## src/rtl/logic_sweep_checker_settle_timer.sv

```systemverilog
// Settle counter: clears on request, counts while enabled, flags SETTLE-1.
module sweep_settle_timer #(
  parameter int unsigned SETTLE = 2
) (
  input  logic clk,
  input  logic rst_n,
  input  logic clr,
  input  logic en,
  output logic tc
);

  localparam logic [3:0] LAST = 4'(SETTLE - 1);

  logic [3:0] cnt;

  always_ff @(posedge clk or negedge rst_n) begin
    if (!rst_n) begin
      cnt <= '0;
    end else if (clr) begin
      cnt <= '0;
    end else if (en) begin
      cnt <= cnt + 4'd1;
    end
  end

  assign tc = (cnt == LAST);

endmodule

```

## config.mk

```make
export PLATFORM = sky130hd
export DESIGN_NAME = sweep_settle_timer
export DESIGN_NICKNAME = d
export VERILOG_FILES = /design/src/rtl/logic_sweep_checker_settle_timer.sv
export SDC_FILE = /design/constraint.sdc
export NUM_CORES = 1
export LEC_CHECK = 0
export BUFFER_PORTS_ARGS = -buffer_cell sky130_fd_sc_hd__buf_2
export CORE_AREA = 8 8 45 47
export DETAILED_ROUTE_END_ITERATION = 10
export DIE_AREA = 0 0 53 55
export SETUP_SLACK_MARGIN = 0.5
export SLEW_MARGIN = 10
export SYNTH_ARGS = -nofsm -noshare
export SYNTH_HDL_FRONTEND = slang
export SYNTH_SLANG_ARGS = --single-unit
```

## constraint.sdc

```tcl
create_clock -name clk -period 2.38 [get_ports clk]
set_input_delay 0.238 -clock clk [delete_from_list [all_inputs] [get_ports clk]]
set_output_delay 0.238 -clock clk [all_outputs]
set_load 0.03 [all_outputs]
```

==> summary.txt <==
Outcome
  – Status: finished, final reports clean

STA
  – Final Hold Fails: 0
  – Post-Route Skew: 4.26 ps
  – Max Freq: 0.693 GHz
  – Post-route setup TNS: 0 ps
  – RSZ-0062 raised after global routing: false
  – Max-slew violations: 0
  – Fin crit share: 60.6%
  – Min cycle time layout: 1440 ps
  – Hold_ws: 225 ps
  – Final setup margin: 938 ps
  – Final setup violation count: 0
  – Worst-Margin Slew: 165 ps
  – Slew headroom: 89.0%

Global route
  – Met2 GRT Util: 4.30%
  – Initial antenna violation count: 0
  – Largest net degree at the start of global routing: 7
  – Most Crowded Layer GR: met2
  – Vias in the first global route: 164
  – Total gr overflow: 0
  – Global Route Usage Sum: 3.51%
  – Met3 global-route usage: 2.67%
  – M1 GR Usage: 3.52%
  – First-pass GRT wire length: 669 um

Floorplanning
  – # rows: 14
  – Die Ht: 55 um
  – Initial Util: 16.0%
  – IO Count: 5
  – Total die area: 0.00292 sq mm
  – Core Area: 0.00138 sq mm
  – Die X: 53 um

Cells and area
  – Register area: 100 sq um
  – Layout cells sized above 1: 32.1%
  – Largest register FFs: 4
  – Reg with most FFs: cnt
  – Area of the multi-input gates: 118 sq um
  – Final Non-Filler Cells: 44
  – Final #Nets: 36
  – Commonest cells after routing, fill and taps aside: 4 x dfrtp_1, 4 x buf_2, 3 x clkbuf_4
  – # fillers: 157
  – Largest registers: cnt x4
  – Area growth syn-to-layout: 32.8%
  – Number of diodes: 0

Power
  – Design Power: 0.000180 W
  – PwrDens: 613 mW/mm^2
  – Max VDD drop: 0.185 mV
  – Leak Pwr: 0.138 nW

Placed design
  – Post-Place Cells: 40
  – RD Place Congestion: 0.653
  – Pre-CTS setup slack: 1170 ps
  – Post-DP HPWL: 332 um
  – PortBufs: 4

CTS
  – Clock Tree Root: clkbuf_4
  – H-tree Lvls: 1
  – Post-CTS sizing: 0
  – Clock sink count: 4
  – Hold buffers post-CTS: 1
  – Clk_lat worst skew: 230 ps
  – CTS clock-pin slew for the worst setup and hold paths: 40 ps
  – TritonCTS Buffers: 3
  – Post-CTS Setup Bufs: 0
  – Clk buf depth: 2
  – CTS tree: built

Hold path
  – Min-Delay Endpoint: cnt[2]$_DFFE_PN0P_
  – Worst Hold Class: in -> reg
  – Hold Path Cell Cnt: 2
  – Worst Min Path Start: clr

Synth
  – Yosys warning count: 0
  – Ys flop type: dfrtp_1
  – Seq/Total Area, Yosys: 45.2%
  – Asr flop ratio synth: 100%
  – Count of cell types in the netlist: 14
  – FF+latch count, synth: 4
  – Synthesized area: 221 sq um
  – Syn_nets: 26
  – Post-synth EDFFs: 0
  – Post-Syn Instances: 20
  – Synthesized area per cell: 11.1 sq um

Routing
  – DRC viols: 0
  – Vias per cell: 3.55
  – Vias: 156
  – Post-DRT Antenna Nets: 0
  – DR pass1 iterations: 2
  – Iter 0 DRT Violations: 2
  – DR WL/cell: 9.11 um
  – DRT Wirelength: 401 um

Critical path
  – Worst r2r src: cnt[0]$_DFFE_PN0P_
  – CP Data Required Time: 2140 ps
  – Critical path arrival: 1200 ps
  – CP Class: reg -> out
  – Worst setup SP type: register
  – CP endpoint kind: output port
  – Reg-to-reg endpoint: cnt[1]$_DFFE_PN0P_
  – Worst Reg2Reg Path Length in Cells: 3
  – Critical Path Fanout Max: 4
  – Reg2reg setup slack: 1230 ps

Flow run
  – Max Cap Violations: 0
layer usage:
metal | wire length, um | up-vias
met3 | 33 | 0
li1 | - | 85
met4 | 0 | 0
met5 | 0 | -
met2 | 165 | 4
met1 | 201 | 67
kinds of logic after synthesis:
group	after synthesis	share of synthesized area, %
AOI/OAI and AO/OA	3	9.04
buffers and inverters	1	1.69
and+or+nand+nor	8	22.0
muxes	1	6.78
DFF	4	45.2
xor gates and xnor gates	1	3.96
adders and majority gates	2	11.3
synth_stat cells, types with 2 or more instances:
master	instances	area [sq um]
nor2_1	2	7.51
ha_1	2	25.0
dfrtp_1	4	100
a21oi_1	2	10.0
worst max path at each step:
stage / to / start / depth (start not counted)
after floorplan: tc / cnt[1]$_DFFE_PN0P_ / 3
after global placement: tc / cnt[1]$_DFFE_PN0P_ / 4
after detailed placement: tc / cnt[1]$_DFFE_PN0P_ / 4
after CTS: tc / cnt[1]$_DFFE_PN0P_ / 4
after global routing: tc / cnt[1]$_DFFE_PN0P_ / 4
final: tc / cnt[1]$_DFFE_PN0P_ / 4
per-stage QoR:
stage / cell area, sq um / util (%)
finish: 294 / 21.2
detailed placement: 262 / 18.9
global route: 294 / 21.2
global placement: 262 / 18.9
CTS: 294 / 21.2
floorplan: 221 / -
final cells by class:
class | count | share of cell area (%)
inverter | 1 | 1.28
sequential | 4 | 34.0
timing repair buffer | 5 | 10.2
tap | 16 | 6.81
clock buffer | 3 | 7.66
multi-input combinational | 15 | 40.0
power breakdown:
group / total, W / switching [W] / internal (W)
logic: 0.0000238 / 0.0000128 / 0.0000110
registers: 0.0000759 / 0.00000417 / 0.0000718
clock network: 0.0000804 / 0.0000243 / 0.0000561
critical path, stage by stage, from the launching register on:
cell and delay (ps):
dfrtp_1 400, inv_1 70, ha_1 120, nor3b_1 160, buf_2 220
No activity file was read; power rests on OpenSTA's default activity.
